### config.mk
export PLATFORM = sky130hd
export DESIGN_NAME = alu_operand_stage
export DESIGN_NICKNAME = d
export VERILOG_FILES = /design/src/rtl/alu_defs.sv /design/src/rtl/alu_op_decode.sv /design/src/rtl/alu_operand_stage.sv
export SDC_FILE = /design/constraint.sdc
export NUM_CORES = 1
export LEC_CHECK = 0
export ABC_AREA = 0
export BUFFER_PORTS_ARGS = -buffer_cell sky130_fd_sc_hd__buf_2
export CORE_UTILIZATION = 49
export DETAILED_ROUTE_END_ITERATION = 12
export PLACE_DENSITY = 0.85
export SYNTH_ARGS = -nofsm -noshare
export SYNTH_HDL_FRONTEND = slang
export SYNTH_HIERARCHICAL = 1
export SYNTH_SLANG_ARGS = --single-unit
export TNS_END_PERCENT = 50
### constraint.sdc
create_clock -name clock -period 2.15 [get_ports clock]
set_input_delay 0.1075 -clock clock [delete_from_list [all_inputs] [get_ports clock]]
set_output_delay 0.1075 -clock clock [all_outputs]
set_load 0.05 [all_outputs]
### src/rtl/alu_defs.sv
// Shared opcode constants, opcode predicates and the staging FSM state encoding
// for the ALU operand/result stage and the future control unit.
package alu_defs;

  localparam int unsigned OP_OR  = 0;
  localparam int unsigned OP_AND = 1;
  localparam int unsigned OP_NOT = 2;
  localparam int unsigned OP_ADD = 3;
  localparam int unsigned OP_SUB = 4;
  localparam int unsigned OP_NEG = 5;
  localparam int unsigned OP_DIV = 7;
  localparam int unsigned OP_SHL = 8;
  localparam int unsigned OP_SHR = 9;
  localparam int unsigned OP_ROL = 11;
  localparam int unsigned OP_ROR = 12;

  typedef enum logic [1:0] {
    StIdle  = 2'd0,
    StWaitB = 2'd1,
    StExec  = 2'd2,
    StDone  = 2'd3
  } state_e;

  function automatic logic op_is_unary(input int unsigned op);
    return (op == OP_NOT) || (op == OP_NEG);
  endfunction

  function automatic logic op_is_legal(input int unsigned op);
    case (op)
      OP_OR, OP_AND, OP_NOT, OP_ADD, OP_SUB, OP_NEG,
      OP_DIV, OP_SHL, OP_SHR, OP_ROL, OP_ROR: return 1'b1;
      default:                                return 1'b0;
    endcase
  endfunction

endpackage

### src/rtl/alu_op_decode.sv
// Combinational opcode classifier: unary / legal / divide.
module alu_op_decode
  import alu_defs::*;
#(
  parameter int unsigned OPW = 4
) (
  input  logic [OPW-1:0] op,
  output logic           is_unary,
  output logic           is_legal,
  output logic           is_div
);

  always_comb begin
    is_unary = op_is_unary(32'(op));
    is_legal = op_is_legal(32'(op));
    is_div   = (op == OPW'(OP_DIV));
  end

endmodule

### src/rtl/alu_operand_stage.sv
// Operand/result staging around the combinational ALU: collects A (and B for binary
// ops), drives the ALU for one execute cycle, and holds Z with flags until consumed.
module alu_operand_stage
  import alu_defs::*;
#(
  parameter int unsigned WIDTH = 8,
  parameter int unsigned OPW   = 4,
  parameter int unsigned CNTW  = 16
) (
  input  logic             clock,
  input  logic             clear,
  input  logic [WIDTH-1:0] bus_data,
  input  logic [OPW-1:0]   bus_op,
  input  logic             bus_valid,
  output logic             bus_ready,
  output logic [WIDTH-1:0] alu_a,
  output logic [WIDTH-1:0] alu_b,
  output logic [OPW-1:0]   alu_op,
  input  logic [WIDTH-1:0] alu_result,
  output logic [WIDTH-1:0] z_out,
  output logic             z_valid,
  input  logic             z_ready,
  output logic             z_zero,
  output logic             z_neg,
  output logic             z_divzero,
  output logic             z_illegal,
  output logic             busy,
  output logic [CNTW-1:0]  op_count
);

  state_e           state;
  logic [WIDTH-1:0] y_reg, b_reg, z_reg;
  logic [OPW-1:0]   op_reg;
  logic             z_valid_reg, zero_reg, neg_reg, divzero_reg, illegal_reg;
  logic [CNTW-1:0]  count_reg;

  logic             in_unary, in_legal, in_div;
  logic             ex_unary, ex_legal, ex_div;
  logic [WIDTH-1:0] z_next;
  logic             divzero_next, illegal_next;

  // Incoming opcode decides the beat count; the latched opcode decides the result path.
  alu_op_decode #(.OPW(OPW)) u_decode_in (
    .op       (bus_op),
    .is_unary (in_unary),
    .is_legal (in_legal),
    .is_div   (in_div)
  );

  alu_op_decode #(.OPW(OPW)) u_decode_ex (
    .op       (op_reg),
    .is_unary (ex_unary),
    .is_legal (ex_legal),
    .is_div   (ex_div)
  );

  always_comb begin
    z_next       = alu_result;
    divzero_next = 1'b0;
    illegal_next = 1'b0;
    if (!ex_legal) begin
      z_next       = '0;
      illegal_next = 1'b1;
    end else if (ex_div && (b_reg == '0)) begin
      z_next       = '1;
      divzero_next = 1'b1;
    end
  end

  always_ff @(posedge clock) begin
    if (clear) begin
      state       <= StIdle;
      y_reg       <= '0;
      b_reg       <= '0;
      op_reg      <= '0;
      z_reg       <= '0;
      z_valid_reg <= 1'b0;
      zero_reg    <= 1'b0;
      neg_reg     <= 1'b0;
      divzero_reg <= 1'b0;
      illegal_reg <= 1'b0;
      count_reg   <= '0;
    end else begin
      case (state)
        StIdle: begin
          if (bus_valid) begin
            y_reg  <= bus_data;
            op_reg <= bus_op;
            if (in_unary || !in_legal) begin
              b_reg <= '0;
              state <= StExec;
            end else begin
              state <= StWaitB;
            end
          end
        end
        StWaitB: begin
          if (bus_valid) begin
            b_reg <= bus_data;
            state <= StExec;
          end
        end
        StExec: begin
          z_reg       <= z_next;
          zero_reg    <= (z_next == '0);
          neg_reg     <= z_next[WIDTH-1];
          divzero_reg <= divzero_next;
          illegal_reg <= illegal_next;
          state       <= StDone;
        end
        StDone: begin
          // z_valid is a registered output, so it rises one edge after Z is captured.
          if (z_valid_reg && z_ready) begin
            z_valid_reg <= 1'b0;
            count_reg   <= count_reg + CNTW'(1);
            state       <= StIdle;
          end else begin
            z_valid_reg <= 1'b1;
          end
        end
        default: state <= StIdle;
      endcase
    end
  end

  assign bus_ready = (state == StIdle) || (state == StWaitB);
  assign busy      = (state != StIdle);
  assign alu_a     = y_reg;
  assign alu_b     = b_reg;
  assign alu_op    = op_reg;
  assign z_out     = z_reg;
  assign z_valid   = z_valid_reg;
  assign z_zero    = zero_reg;
  assign z_neg     = neg_reg;
  assign z_divzero = divzero_reg;
  assign z_illegal = illegal_reg;
  assign op_count  = count_reg;

endmodule

==> key figures <==
Logic synthesis
  – Post-Syn Area: 2180 µm²
  – Cells after Synth: 258
  – Synth Area per Inst: 8.45 µm²
  – Yosys warns: 6
  – Post-synthesis net count: 287

Setup path
  – CP Data Required Time: 2390 ps
  – Crit end category: flop
  – Startpoint class of the critical path: flop
  – CP Max Fanout: 9
  – Reg2Reg Depth: 6
  – CP max-delay cell: nor4_1
  – Largest stage delay, worst path: 640 ps
  – Arrival time worst endpoint: 2260 ps
  – CP Class: reg2reg
  – CP Cell Sequence: ha_1, nand4_1, buf_4, nor4_1, nand4b_1, a21oi_1

Pwr
  – Pleak: 1.16 nW
  – Worst vdd ir: 0.733 mV
  – Power Density: 1090 nW/µm²
  – Clock power frac: 19.1%
  – Logic pwr share: 41.9%
  – Sequential Power Share: 39.0%
  – Switching share of power: 44.8%
  – Psw: 1.30 mW
  – Pint: 1.60 mW

Die
  – Row cnt: 23
  – Die height: 68.7 µm
  – Ports: 75
  – Total core area: 4140 µm²
  – Die Wd: 68.7 µm
  – Initial Util: 52.6%
  – Full die area: 4720 µm²

Global routing
  – Largest net degree at the start of global routing: 36
  – Gr usage total: 20.4%
  – Gr ovfl total: 0
  – Initial antenna violation count: 0
  – Vias in the first global route: 1,671
  – First-pass GRT wire length: 7180 µm

Routing
  – Routed vias/inst: 5.34
  – Final WL: 4810 µm
  – Met3 wire length: 236 µm
  – Drt pass-1 iters: 4
  – Post-DR wirelength/cell: 12.7 µm
  – Top layer in use: met4
  – Routed vias: 2,030
  – DRT iter0 DRCs: 133
  – DRT antenna net count: 0
  – DRT met1 WL: 2090 µm
  – DRC: 0
  – Met2 WL: 2440 µm

Timing
  – Final Critical Period: 2020 ps
  – Worst slew pin tran: 707 ps
  – Fin crit share: 94.1%
  – Max Clk Rate: 494 MHz
  – # setup viols final: 0
  – Final hold vios: 0
  – RSZ-0062 raised after global routing: no
  – Worst slew margin: 52.5%
  – Worst clock skew: 9.67 ps
  – Sum Neg Setup Slack: 0 ps
  – Fin. max-slew vios: 0

Finish
  – Multi-input logic area: 1040 µm²
  – Most frequent cells in the layout: buf_2 (74), dfxtp_1 (50), nand2_1 (37)
  – Fillers: 372
  – Diode count: 0
  – Nets: 358
  – Ratio of cells with drive above 1 in the final layout: 28.8%
  – Area Overhead vs Synth: 22.1%
  – Register area: 1000 µm²
  – Commonest non-fill, non-tap cell in the layout: buf_2
  – Largest register FFs: 16
  – Post-Route Utilization: 64.2%

Place
  – GPL Wtd Cong: 0.775
  – DP HPWL: 3470 µm
  – # port buffers: 74

Min path
  – HP Class: in2reg
  – WHS Path Cells: 3

Clocking
  – CTS tree: yes
  – Post-cts gate resize count: 0
  – Clk buf depth: 2
  – Worst-Skew Late Latency: 300 ps
  – Setup Buffers After CTS: 0
  – Clock transition at path regs: 100 ps
  – CTS Hold Buffers Added: 0
  – Clock H-tree levels: 2
  – Root buffer cell: clkbuf_8
  – CTS Buf Count: 5
  – Clk sinks: 50

Run
  – Max-cap viol count: 0

Run status
  – Status: complete, no violations
[critical path: cells and delay by family, from the launching register on]
family	cells	cell delay, ps
AO/OA/AOI/OAI	1	170
buffers and inverters	1	200
flip-flops	1	400
AND/OR/NAND/NOR	3	950
adder cells (fa/ha/maj)	1	240
[final timing paths]
kind                            slack, ps                        end                  start
worst max-delay path                  130  op_count[12]$_SDFFE_PP0P_  state[1]$_SDFFE_PP0P_
worst min register to register        460      alu_a[6]$_SDFFE_PP0P_  alu_a[6]$_SDFFE_PP0P_
worst min-delay path                   50      alu_a[3]$_SDFFE_PP0P_            bus_data[3]
worst max register to register        130  op_count[12]$_SDFFE_PP0P_  state[1]$_SDFFE_PP0P_
[final cells by class]
type | count | area share, %
inverters | 14 | 1.97
repair buffers | 79 | 15.3
multi-input cells | 179 | 39.3
clock buffers | 5 | 2.59
well taps | 50 | 2.35
flip-flops and latches | 50 | 37.6
clock inverters | 3 | 0.893
[power groups by stage]
stage	clock network [mW]	registers (mW)	logic [mW]
after floorplan	0	1.52	0.576
after global placement	0	1.15	1.20
after detailed placement	0	1.16	1.21
after CTS	0.571	1.13	1.22
after global routing	0.609	1.15	1.31
final	0.555	1.14	1.22
[per-stage QoR]
stage | std cells | power, mW | instance area, µm² | worst slack, ps | hold slack (ps)
after global placement | 372 | 2.35 | 2570 | 295 | 359
after floorplan | 258 | 2.09 | 2180 | 108 | 241
after CTS | 380 | 2.92 | 2660 | 159 | 39.9
final | 380 | 2.91 | 2660 | 127 | 50.3
after detailed placement | 372 | 2.37 | 2570 | 214 | 366
after global routing | 380 | 3.08 | 2660 | 59.4 | 36.6
[metal layers]
layer  up-vias  global-route usage [%]
li1       1028                       -
met1       942                    23.4
met2        56                    35.7
met3         4                    5.92
met4         0                    7.40
met5         -                       0
Note: power is estimated with default switching activity, not from simulation.
